### config.mk
export PLATFORM = sky130hd
export DESIGN_NAME = alu_rs
export DESIGN_NICKNAME = d
export VERILOG_FILES = /design/src/rtl/alu_rs_pkg.sv /design/src/rtl/alu_rs_src_wakeup.sv /design/src/rtl/alu_rs.sv
export SDC_FILE = /design/constraint.sdc
export NUM_CORES = 1
export LEC_CHECK = 0
export BUFFER_PORTS_ARGS = -buffer_cell sky130_fd_sc_hd__buf_2
export CAP_MARGIN = 10
export CORE_MARGIN = 1.5
export CORE_UTILIZATION = 53
export CTS_CLUSTER_SIZE = 10
export DETAILED_ROUTE_END_ITERATION = 8
export PLACE_DENSITY = 0.75
export SLEW_MARGIN = 10
export SYNTH_ARGS = -nofsm -noshare
export SYNTH_HDL_FRONTEND = slang
export SYNTH_SLANG_ARGS = --single-unit
export TNS_END_PERCENT = 20
### constraint.sdc
create_clock -name clk -period 3.72 [get_ports clk]
set_clock_uncertainty 0.1 [all_clocks]
set_input_delay 0.744 -clock clk [delete_from_list [all_inputs] [get_ports clk]]
set_output_delay 0.744 -clock clk [all_outputs]
set_load 0.03 [all_outputs]
### src/rtl/alu_rs_pkg.sv
// Shared definitions for the ALU reservation station: default widths, entry layout, opcodes.
// Optional same-cycle bypass is enabled by defining ALU_RS_BYPASS_EN.
package alu_rs_pkg;

  localparam int XLEN_DEF  = 32;
  localparam int OP_W_DEF  = 4;
  localparam int TAG_W_DEF = 4;

  typedef enum logic [OP_W_DEF-1:0] {
    ALU_ADD = 4'd0,
    ALU_SUB = 4'd1,
    ALU_AND = 4'd2,
    ALU_OR  = 4'd3,
    ALU_XOR = 4'd4,
    ALU_SLL = 4'd5,
    ALU_SRL = 4'd6,
    ALU_SLT = 4'd7
  } alu_op_e;

  typedef struct packed {
    logic                 rdy;
    logic [XLEN_DEF-1:0]  val;
    logic [TAG_W_DEF-1:0] tag;
  } rs_src_t;

  typedef struct packed {
    logic                 valid;
    logic [OP_W_DEF-1:0]  opcode;
    logic [TAG_W_DEF-1:0] dst_tag;
    rs_src_t              src1;
    rs_src_t              src2;
  } rs_entry_t;

endpackage

### src/rtl/alu_rs_src_wakeup.sv
// One source-operand slot of a station entry: registers the next-state operand presented
// by the queue logic, folding in a CDB capture when the operand is still waiting.
module alu_rs_src_wakeup
  import alu_rs_pkg::*;
#(
  parameter int XLEN  = XLEN_DEF,
  parameter int TAG_W = TAG_W_DEF
) (
  input  logic             clk,
  input  logic             rst,
  input  logic             flush,
  input  logic             in_valid,
  input  logic             in_rdy,
  input  logic [XLEN-1:0]  in_val,
  input  logic [TAG_W-1:0] in_tag,
  input  logic             cdb_valid,
  input  logic [TAG_W-1:0] cdb_tag,
  input  logic [XLEN-1:0]  cdb_data,
  output logic             rdy,
  output logic [XLEN-1:0]  val,
  output logic [TAG_W-1:0] tag
);

  logic hit_s;

  assign hit_s = in_valid && !in_rdy && cdb_valid && (in_tag == cdb_tag);

  // operand register with CDB capture
  always_ff @(posedge clk or negedge rst) begin
    if (!rst) begin
      rdy <= 1'b0;
      val <= '0;
      tag <= '0;
    end else if (flush) begin
      rdy <= 1'b0;
      val <= '0;
      tag <= '0;
    end else begin
      rdy <= in_rdy || hit_s;
      val <= hit_s ? cdb_data : in_val;
      tag <= in_tag;
    end
  end

endmodule

### src/rtl/alu_rs.sv
// ALU reservation station: collapsing queue (entry 0 oldest), CDB wakeup, oldest-ready issue.
// Define ALU_RS_BYPASS_EN to let a ready dispatch into an empty station issue in the same cycle.
module alu_rs
  import alu_rs_pkg::*;
#(
  parameter int DEPTH = 4,
  parameter int XLEN  = XLEN_DEF,
  parameter int OP_W  = OP_W_DEF,
  parameter int TAG_W = TAG_W_DEF,
  localparam int CW   = $clog2(DEPTH + 1)
) (
  input  logic             clk,
  input  logic             rst,
  input  logic             flush,
  input  logic             disp_valid,
  output logic             disp_ready,
  input  logic [OP_W-1:0]  disp_opcode,
  input  logic             disp_src1_rdy,
  input  logic [XLEN-1:0]  disp_src1_val,
  input  logic [TAG_W-1:0] disp_src1_tag,
  input  logic             disp_src2_rdy,
  input  logic [XLEN-1:0]  disp_src2_val,
  input  logic [TAG_W-1:0] disp_src2_tag,
  input  logic [TAG_W-1:0] disp_dst_tag,
  input  logic             cdb_valid,
  input  logic [TAG_W-1:0] cdb_tag,
  input  logic [XLEN-1:0]  cdb_data,
  output logic             iss_valid,
  input  logic             iss_ready,
  output logic [OP_W-1:0]  iss_opcode,
  output logic [XLEN-1:0]  iss_src1,
  output logic [XLEN-1:0]  iss_src2,
  output logic [TAG_W-1:0] iss_dst_tag,
  output logic [CW-1:0]    count
);

  localparam int IW = $clog2(DEPTH);

  logic             valid_r   [DEPTH];
  logic [OP_W-1:0]  opcode_r  [DEPTH];
  logic [TAG_W-1:0] dst_r     [DEPTH];
  logic [CW-1:0]    count_r;

  logic             s1_rdy_s  [DEPTH];
  logic [XLEN-1:0]  s1_val_s  [DEPTH];
  logic [TAG_W-1:0] s1_tag_s  [DEPTH];
  logic             s2_rdy_s  [DEPTH];
  logic [XLEN-1:0]  s2_val_s  [DEPTH];
  logic [TAG_W-1:0] s2_tag_s  [DEPTH];

  logic             n_valid_s [DEPTH];
  logic [OP_W-1:0]  n_opcode_s[DEPTH];
  logic [TAG_W-1:0] n_dst_s   [DEPTH];
  logic             n1_rdy_s  [DEPTH];
  logic [XLEN-1:0]  n1_val_s  [DEPTH];
  logic [TAG_W-1:0] n1_tag_s  [DEPTH];
  logic             n2_rdy_s  [DEPTH];
  logic [XLEN-1:0]  n2_val_s  [DEPTH];
  logic [TAG_W-1:0] n2_tag_s  [DEPTH];

  logic             sel_found_s;
  logic [IW-1:0]    sel_idx_s;
  logic             iss_fire_s;
  logic             disp_fire_s;
  logic [CW-1:0]    wpos_s;

  assign count      = count_r;
  assign disp_ready = (count_r < CW'(DEPTH));
  assign iss_fire_s = sel_found_s && iss_ready;
  assign wpos_s     = count_r - (iss_fire_s ? CW'(1) : CW'(0));

`ifdef ALU_RS_BYPASS_EN
  logic bypass_s;
  assign bypass_s    = (count_r == '0) && disp_valid && disp_src1_rdy && disp_src2_rdy &&
                       iss_ready && !flush;
  assign disp_fire_s = disp_valid && disp_ready && !bypass_s;
`else
  assign disp_fire_s = disp_valid && disp_ready;
`endif

  // oldest ready entry: scan from the top so the lowest index wins
  always_comb begin
    sel_found_s = 1'b0;
    sel_idx_s   = '0;
    for (int i = DEPTH - 1; i >= 0; i--) begin
      if (valid_r[i] && s1_rdy_s[i] && s2_rdy_s[i]) begin
        sel_found_s = 1'b1;
        sel_idx_s   = IW'(i);
      end else begin
        sel_found_s = sel_found_s;
      end
    end
  end

  // issue port
  always_comb begin
    iss_valid   = 1'b0;
    iss_opcode  = '0;
    iss_src1    = '0;
    iss_src2    = '0;
    iss_dst_tag = '0;
    if (sel_found_s) begin
      iss_valid   = 1'b1;
      iss_opcode  = opcode_r[sel_idx_s];
      iss_src1    = s1_val_s[sel_idx_s];
      iss_src2    = s2_val_s[sel_idx_s];
      iss_dst_tag = dst_r[sel_idx_s];
    end else begin
      iss_valid   = 1'b0;
    end
`ifdef ALU_RS_BYPASS_EN
    if (bypass_s) begin
      iss_valid   = 1'b1;
      iss_opcode  = disp_opcode;
      iss_src1    = disp_src1_val;
      iss_src2    = disp_src2_val;
      iss_dst_tag = disp_dst_tag;
    end else begin
      iss_valid   = iss_valid;
    end
`endif
  end

  // next queue contents: hold, collapse above the issued slot, then insert the dispatch
  always_comb begin
    for (int i = 0; i < DEPTH; i++) begin
      n_valid_s[i]  = valid_r[i];
      n_opcode_s[i] = opcode_r[i];
      n_dst_s[i]    = dst_r[i];
      n1_rdy_s[i]   = s1_rdy_s[i];
      n1_val_s[i]   = s1_val_s[i];
      n1_tag_s[i]   = s1_tag_s[i];
      n2_rdy_s[i]   = s2_rdy_s[i];
      n2_val_s[i]   = s2_val_s[i];
      n2_tag_s[i]   = s2_tag_s[i];
      if (iss_fire_s && (i >= int'(sel_idx_s))) begin
        if (i < DEPTH - 1) begin
          n_valid_s[i]  = valid_r[(i < DEPTH - 1) ? i + 1 : i];
          n_opcode_s[i] = opcode_r[(i < DEPTH - 1) ? i + 1 : i];
          n_dst_s[i]    = dst_r[(i < DEPTH - 1) ? i + 1 : i];
          n1_rdy_s[i]   = s1_rdy_s[(i < DEPTH - 1) ? i + 1 : i];
          n1_val_s[i]   = s1_val_s[(i < DEPTH - 1) ? i + 1 : i];
          n1_tag_s[i]   = s1_tag_s[(i < DEPTH - 1) ? i + 1 : i];
          n2_rdy_s[i]   = s2_rdy_s[(i < DEPTH - 1) ? i + 1 : i];
          n2_val_s[i]   = s2_val_s[(i < DEPTH - 1) ? i + 1 : i];
          n2_tag_s[i]   = s2_tag_s[(i < DEPTH - 1) ? i + 1 : i];
        end else begin
          n_valid_s[i]  = 1'b0;
          n_opcode_s[i] = '0;
          n_dst_s[i]    = '0;
          n1_rdy_s[i]   = 1'b0;
          n1_val_s[i]   = '0;
          n1_tag_s[i]   = '0;
          n2_rdy_s[i]   = 1'b0;
          n2_val_s[i]   = '0;
          n2_tag_s[i]   = '0;
        end
      end else begin
        n_valid_s[i]  = n_valid_s[i];
      end
      if (disp_fire_s && (CW'(i) == wpos_s)) begin
        n_valid_s[i]  = 1'b1;
        n_opcode_s[i] = disp_opcode;
        n_dst_s[i]    = disp_dst_tag;
        n1_rdy_s[i]   = disp_src1_rdy;
        n1_val_s[i]   = disp_src1_val;
        n1_tag_s[i]   = disp_src1_tag;
        n2_rdy_s[i]   = disp_src2_rdy;
        n2_val_s[i]   = disp_src2_val;
        n2_tag_s[i]   = disp_src2_tag;
      end else begin
        n_valid_s[i]  = n_valid_s[i];
      end
    end
  end

  // entry control fields and occupancy
  always_ff @(posedge clk or negedge rst) begin
    if (!rst) begin
      for (int i = 0; i < DEPTH; i++) begin
        valid_r[i]  <= 1'b0;
        opcode_r[i] <= '0;
        dst_r[i]    <= '0;
      end
      count_r <= '0;
    end else if (flush) begin
      for (int i = 0; i < DEPTH; i++) begin
        valid_r[i]  <= 1'b0;
        opcode_r[i] <= '0;
        dst_r[i]    <= '0;
      end
      count_r <= '0;
    end else begin
      for (int i = 0; i < DEPTH; i++) begin
        valid_r[i]  <= n_valid_s[i];
        opcode_r[i] <= n_opcode_s[i];
        dst_r[i]    <= n_dst_s[i];
      end
      count_r <= count_r + CW'(disp_fire_s) - CW'(iss_fire_s);
    end
  end

  for (genvar g = 0; g < DEPTH; g++) begin : g_entry
    alu_rs_src_wakeup #(.XLEN(XLEN), .TAG_W(TAG_W)) u_src1 (
      .clk(clk), .rst(rst), .flush(flush), .in_valid(n_valid_s[g]),
      .in_rdy(n1_rdy_s[g]), .in_val(n1_val_s[g]), .in_tag(n1_tag_s[g]),
      .cdb_valid(cdb_valid), .cdb_tag(cdb_tag), .cdb_data(cdb_data),
      .rdy(s1_rdy_s[g]), .val(s1_val_s[g]), .tag(s1_tag_s[g])
    );
    alu_rs_src_wakeup #(.XLEN(XLEN), .TAG_W(TAG_W)) u_src2 (
      .clk(clk), .rst(rst), .flush(flush), .in_valid(n_valid_s[g]),
      .in_rdy(n2_rdy_s[g]), .in_val(n2_val_s[g]), .in_tag(n2_tag_s[g]),
      .cdb_valid(cdb_valid), .cdb_tag(cdb_tag), .cdb_data(cdb_data),
      .rdy(s2_rdy_s[g]), .val(s2_val_s[g]), .tag(s2_tag_s[g])
    );
  end

endmodule

# After elaboration in Yosys (flattened, before gate mapping)
# Cells that the tools add are included.
dict set report word_totals {
  reg_bits 335
  input_bits 124
  output_inout_bits 77
  wordCells 259
}
dict set report classes {
  add_sub_neg 3
  order_cmp 5
  eq_ne 11
  mux 132
  bitwise 1
  reduce_logical 70
}
# operator count
set ops {}
lappend ops {{32-bit two-way mux} 37}
lappend ops {{4-bit two-way mux} 46}
lappend ops {{32-bit binary-select mux with 2-bit select} 2}
lappend ops {{1-bit logical AND} 41}
lappend ops {{1-bit two-way mux} 38}
lappend ops {{4-bit == test} 8}
lappend ops {{16-bit two-way mux} 2}
lappend ops {{4-bit nonzero test} 8}
lappend ops {{4-bit binary-select mux with 2-bit select} 2}
lappend ops {{3-bit nonzero test} 4}
lappend ops {{1-bit logical NOT} 8}
lappend ops {{1-bit logical OR} 8}
lappend ops {{2-bit two-way mux} 4}
lappend ops {{2-bit by 3-bit == test with 1-bit output (first input constant)} 2}
lappend ops {{3-bit by 1-bit subtractor with 3-bit output} 2}
lappend ops {{1-bit by 2-bit >= comparator with 1-bit output (first input constant)} 2}
lappend ops {{3-bit by 1-bit adder with 3-bit output} 1}
lappend ops {{1-bit by 3-bit == test with 1-bit output (first input constant)} 1}
lappend ops {{3-bit >= comparator (second input constant)} 1}
lappend ops {{3-bit logical NOT} 1}
lappend ops {{3-bit less-than comparator (second input constant)} 1}
lappend ops {{3-bit two-way mux} 1}
lappend ops {{2-bit NOT with 3-bit output} 1}
lappend ops {{2-bit >= comparator (first input constant)} 1}

# Longest topological paths before layout
dict set report logic_depth {
  ltp_word 18
  ltp_mapped 15
  mapped_depth_nobuf 11
}

# Hierarchy
# Synthesis repeated with hierarchy kept, for this count alone.
dict set report unflattened {
  hier_cells 2545
  area_unflattened_um2 23874.1
}
# mod n_inst cells_per_inst area_each_um2 seq_area_each_um2
set by_module_without_submodules {}
lappend by_module_without_submodules {alu_rs_src_wakeup 8 155 1809.2 925.9}
lappend by_module_without_submodules {alu_rs 1 1305 9400.3 975.9}

# Least setup slack after synthesis
# No wires, ideal clock.
dict set report synth_path {
  kind {register to register}
  startpoint {register g_entry[2].u_src1.rdy}
  endpoint {register g_entry[3].u_src1.val[10]}
  setup_time_ps 133
  arrival_time_ps 3722
  required_ps 3487
  setup_slack_ps -235
  path_stages_with_launch 15
  n_path_buf 3
  synth_period_minus_slack_ps 3955
  cell_sequence {dfrtp_1 -> and3_1 -> buf_6 -> o41ai_2 -> inv_1 -> ha_1 -> nor3_1 -> a21oi_2 -> a32o_1 -> xnor2_1 -> nand2_1 -> or4_1 -> buf_2 -> buf_2 -> mux2i_1}
}
dict set report synth_between {
  elab_chain_cells 17
  word_cells_on_any_way 25
  cone_classes {add/sub: 1; eq/ne: 2; mux: 13; reduce/logical: 9}
}
# element line_no
set synth_rtl {}
lappend synth_rtl {{from (decl)} alu_rs_src_wakeup.sv:19} ;# output logic rdy,
lappend synth_rtl {{from (signal assigned)} alu_rs_src_wakeup.sv:39} ;# rdy <= in_rdy || hit_s;
lappend synth_rtl {{1-bit logical AND * (2 in a row)} alu_rs.sv:86} ;# if (valid_r[i] && s1_rdy_s[i] && s2_rdy_s[i]) begin
lappend synth_rtl {{1-bit two-way mux * (3 in a row)} alu_rs.sv:86}
lappend synth_rtl {{1-bit logical AND *} alu_rs.sv:69} ;# assign iss_fire_s = sel_found_s && iss_ready;
lappend synth_rtl {{1-bit two-way mux} alu_rs.sv:70} ;# assign wpos_s = count_r - (iss_fire_s ? CW'(1) : CW'(0));
lappend synth_rtl {{3-bit by 1-bit subtractor with 3-bit output} alu_rs.sv:70}
lappend synth_rtl {{2-bit by 3-bit == test with 1-bit output} alu_rs.sv:161} ;# if (disp_fire_s && (CW'(i) == wpos_s)) begin
lappend synth_rtl {{1-bit logical AND} alu_rs.sv:161}
lappend synth_rtl {{1-bit two-way mux} alu_rs.sv:161}
lappend synth_rtl {{1-bit logical NOT} alu_rs_src_wakeup.sv:26} ;# assign hit_s = in_valid && !in_rdy && cdb_valid && (in_tag == cdb_tag);
lappend synth_rtl {{1-bit logical AND (3 in a row)} alu_rs_src_wakeup.sv:26}
lappend synth_rtl {{32-bit two-way mux} alu_rs_src_wakeup.sv:40} ;# val <= hit_s ? cdb_data : in_val;
lappend synth_rtl {{32-bit two-way mux} alu_rs_src_wakeup.sv:34} ;# end else if (flush) begin
lappend synth_rtl {{to (signal assigned)} alu_rs_src_wakeup.sv:40}
lappend synth_rtl {{to (decl)} alu_rs_src_wakeup.sv:20} ;# output logic [XLEN-1:0] val,
# Every way passes the cells marked *; elsewhere a longest branch is shown, timed or not.
# A chain may end at the register's enable or synchronous reset.

# Worst setup path in the final report
dict set report layout_path {
  startpoint {register g_entry[0].u_src2.rdy}
  endpoint {output iss_src1[23]}
}
dict set report layout_between {
  elab_chain_cells 7
  word_cells_on_any_way 8
  cone_classes {mux: 6; bitwise: 1; reduce/logical: 1}
}
# element line_no
set layout_rtl {}
lappend layout_rtl {{from (decl)} alu_rs_src_wakeup.sv:19}
lappend layout_rtl {{from (signal assigned)} alu_rs_src_wakeup.sv:39}
lappend layout_rtl {{1-bit logical AND *} alu_rs.sv:86}
lappend layout_rtl {{2-bit two-way mux} alu_rs.sv:86}
lappend layout_rtl {{2-bit NOT with 3-bit output (not written as such)} alu_rs.sv:105} ;# iss_src1 = s1_val_s[sel_idx_s];
lappend layout_rtl {{32-bit binary-select mux with 2-bit select} alu_rs.sv:105}
lappend layout_rtl {{32-bit two-way mux (not written as such) (2 in a row)} alu_rs.sv:105}
lappend layout_rtl {{32-bit two-way mux *} alu_rs.sv:102} ;# if (sel_found_s) begin
lappend layout_rtl {{to (decl)} alu_rs.sv:31} ;# output logic [XLEN-1:0] iss_src1,
# Every way passes the cells marked *; elsewhere a longest branch is shown, timed or not. The select of a mux whose other input is x is not followed.

==> results.sh <==
export IMPL_syn_inst=2192
export IMPL_crit_path_max_fanout=55
export IMPL_synth_nets=2319
export IMPL_dieHeight_microns=205
export IMPL_num_vias=19600
export IMPL_antenna_found_initial=14
export IMPL_yosysUniqueCellTypes=58
export IMPL_fillers=3149
export IMPL_wl_met3_mm=7.73
export IMPL_port_buffers=200
export IMPL_place_area_sq_um=23500
export IMPL_first_iter_violations=2484
export IMPL_irDropWorstVdd_mv=0.324
export IMPL_violations="setup timing"
export IMPL_drc=0
export IMPL_fin_cells=2862
export IMPL_worstSetupPathType="reg -> out"
export IMPL_gp_congestion=0.967
export IMPL_setup_viol=3
export IMPL_cts_tree="built"
export IMPL_grt_overflow=0
export IMPL_placed_cells=2780
export IMPL_cts_buffer_depth=3
export IMPL_vias_per_cell=6.87
export IMPL_synth_common_cells="mux2i_1 (342), dfrtp_1 (335), nor2_1 (256)"
export IMPL_rows=73
export IMPL_cp_required_ps=2880
export IMPL_h_tree_depth=2
export IMPL_wirelength_met1_mm=28.7
export IMPL_hpwl_mm=42.9
export IMPL_drt_total_wl_mm=73.7
export IMPL_hold_class="in -> async"
export IMPL_crit_path_end_kind="primary output"
export IMPL_grt_pass1_wl_mm=113
export IMPL_yosys_register_bits=335
export IMPL_firstDrtPassIters=8
export IMPL_antenna_left=0
export IMPL_fin_crit_sh_pct=100
export IMPL_cap_violations=0
export IMPL_p_leak_nw=12.1
export IMPL_drive_gt1_share_pct=21.6
export IMPL_core_area_sq_um=39900
export IMPL_relSlewSlack_pct=20.0
export IMPL_register_area_sq_um=8380
export IMPL_slew_violations=0
export IMPL_period_minus_slack_ps=3730
export IMPL_syn_area_per_cell_sq_um=9.84
export IMPL_yosys_warnings=0
export IMPL_grt_pass1_vias=19600
export IMPL_nNetsFinal=2442
export IMPL_io_pins=201
export IMPL_tightestPinTransition_ps=1200
export IMPL_arrival_ps=2880
export IMPL_design_area_sq_um=25000
export IMPL_power_density_nw_per_um2=489
export IMPL_initial_core_util_pct=54.0
export IMPL_cts_sinks=335
export IMPL_wl_met2_mm=34.3
export IMPL_path_clk_slew_ps=50
export IMPL_fin_ws_ps=-8.28
export IMPL_yosysMostFrequentCell="mux2i_1"
export IMPL_grt_usage_pct=34.5
export IMPL_synth_top_area_share_pct=38.9
export IMPL_finalPower_mw=12.2
export IMPL_rsz0062_at_grt="yes"
export IMPL_outcome="finished, violations left"
export IMPL_multiInputGateArea_sq_um=12300
export IMPL_synth_ff_type="dfrtp_1"
export IMPL_hold_slack_ps=85.4
export IMPL_yosys_top_cells_area="dfrtp_1 (39%), mux2i_1 (16%), mux4_2 (7.5%), a311o_1 (5.9%), nor2_1 (4.5%)"
export IMPL_critPathLaunchType="flop"
export IMPL_cts_made_buffers=41
export IMPL_yosys_area_top_type="dfrtp_1"
export IMPL_routed_top_layer="met5"
export IMPL_ys_seq_area_share_pct=38.9
export IMPL_grt_max_degree=150
export IMPL_clock_root_buffer="clkbuf_16"
export IMPL_die_w_microns=205
export IMPL_clock_latency_ps=570
export IMPL_wl_per_cell_microns=25.8
export IMPL_async_flop_share_pct=100
export IMPL_netlist_area_sq_um=21600
export IMPL_die_area_sq_um=41900
export IMPL_synth_edf_count=0
export IMPL_hold_viol_final=0
export IMPL_area_growth_syn_to_layout_pct=16.1
export IMPL_fmax_mhz=268
[power breakdown]
part           internal (mW)  switching, mW  leakage, nW
combinational           1.68           2.04         6.95
clock                   2.26           1.57        0.602
sequential              4.27          0.405         4.58
[through the flow]
step                utilization (%)  TNS, ps  worst slack [ps]
floorplan                         -        0              8.01
global placement               58.8    -1750             -39.8
detailed placement             58.8   -10380             -98.1
CTS                            62.1   -0.406            -0.406
global route                   62.7    -2460             -77.9
finish                         62.7    -17.0             -8.28
[worst max-delay path, cell delays in order, from the launching register on]
cell	delay (ps)
dfrtp_1	390
and3_1	250
buf_4	180
or4_2	690
buf_6	300
and2_1	290
buf_2	200
[kinds of logic after synthesis]
| kind of cell | synth area share, % |
|---|---|
| DFF | 38.9 |
| AOI/OAI and AO/OA | 15.4 |
| adders and majority gates | 0.209 |
| muxes | 23.7 |
| and+or+nand+nor | 15.4 |
| buffers and inverters | 5.12 |
| xor gates and xnor gates | 1.34 |
[per-layer routing]
metal	GRT usage (%)	vias to the layer above
li1	-	8256
met1	45.5	9807
met2	54.3	1335
met3	7.75	238
met4	16.0	12
met5	0	-
[layout make-up]
type                            instances  area share, %
Antenna cell                            5         0.0500
Inverter                               14          0.210
Sequential cell                       335           33.5
Clock buffer                           58           4.76
Clock inverter                          2          0.155
Multi-Input combinational cell       1595           49.0
Timing Repair Buffer                  328           9.67
Tap cell                              525           2.62
[layout by cell type (no fill, tap or decap), drive strengths merged, types with 62 or more instances in the layout]
cell type	count
mux4	72
and2	72
clkbuf	62
nand2	241
nand3	89
nor2	257
buf	324
a211o	64
a311o	128
mux2i	342
dfrtp	335
a22oi	69
[worst paths after layout]
check / endpoint / cells after the start / slack (ps) / from
worst max register to register: g_entry[0].u_src2.val[25] / 11 / 0 / g_entry[3].u_src1.rdy
worst min register to register: opcode_r[12] / 2 / 460 / opcode_r[12]
max in group asynchronous: g_entry[0].u_src2.val[16] / 2 / 2540 / rst
worst max-delay path: iss_src1[23] / 6 / -8 / g_entry[0].u_src2.rdy
min in group clk: dst_r[2] / 3 / 360 / disp_dst_tag[2]
worst min-delay path: g_entry[1].u_src2.tag[1] / 1 / 90 / rst
[flip-flops by register name, summed over array words and instances, names as in the netlist]
register,count
count,3
dst_r,16
g_entry.u_src1.rdy,4
g_entry.u_src1.tag,16
g_entry.u_src1.val,128
g_entry.u_src2.rdy,4
g_entry.u_src2.tag,16
g_entry.u_src2.val,128
opcode_r,16
valid_r,4
[repair_timing]
item,in CTS,in global routing
hold buffers,0,0
pin swaps,3,6
hold endpoints to repair,0,0
cloned,1,4
buffers inserted,4,8
gates resized for setup,6,28
endpoints found under the setup margin,67,303
No activity file was read; power rests on OpenSTA's default activity.
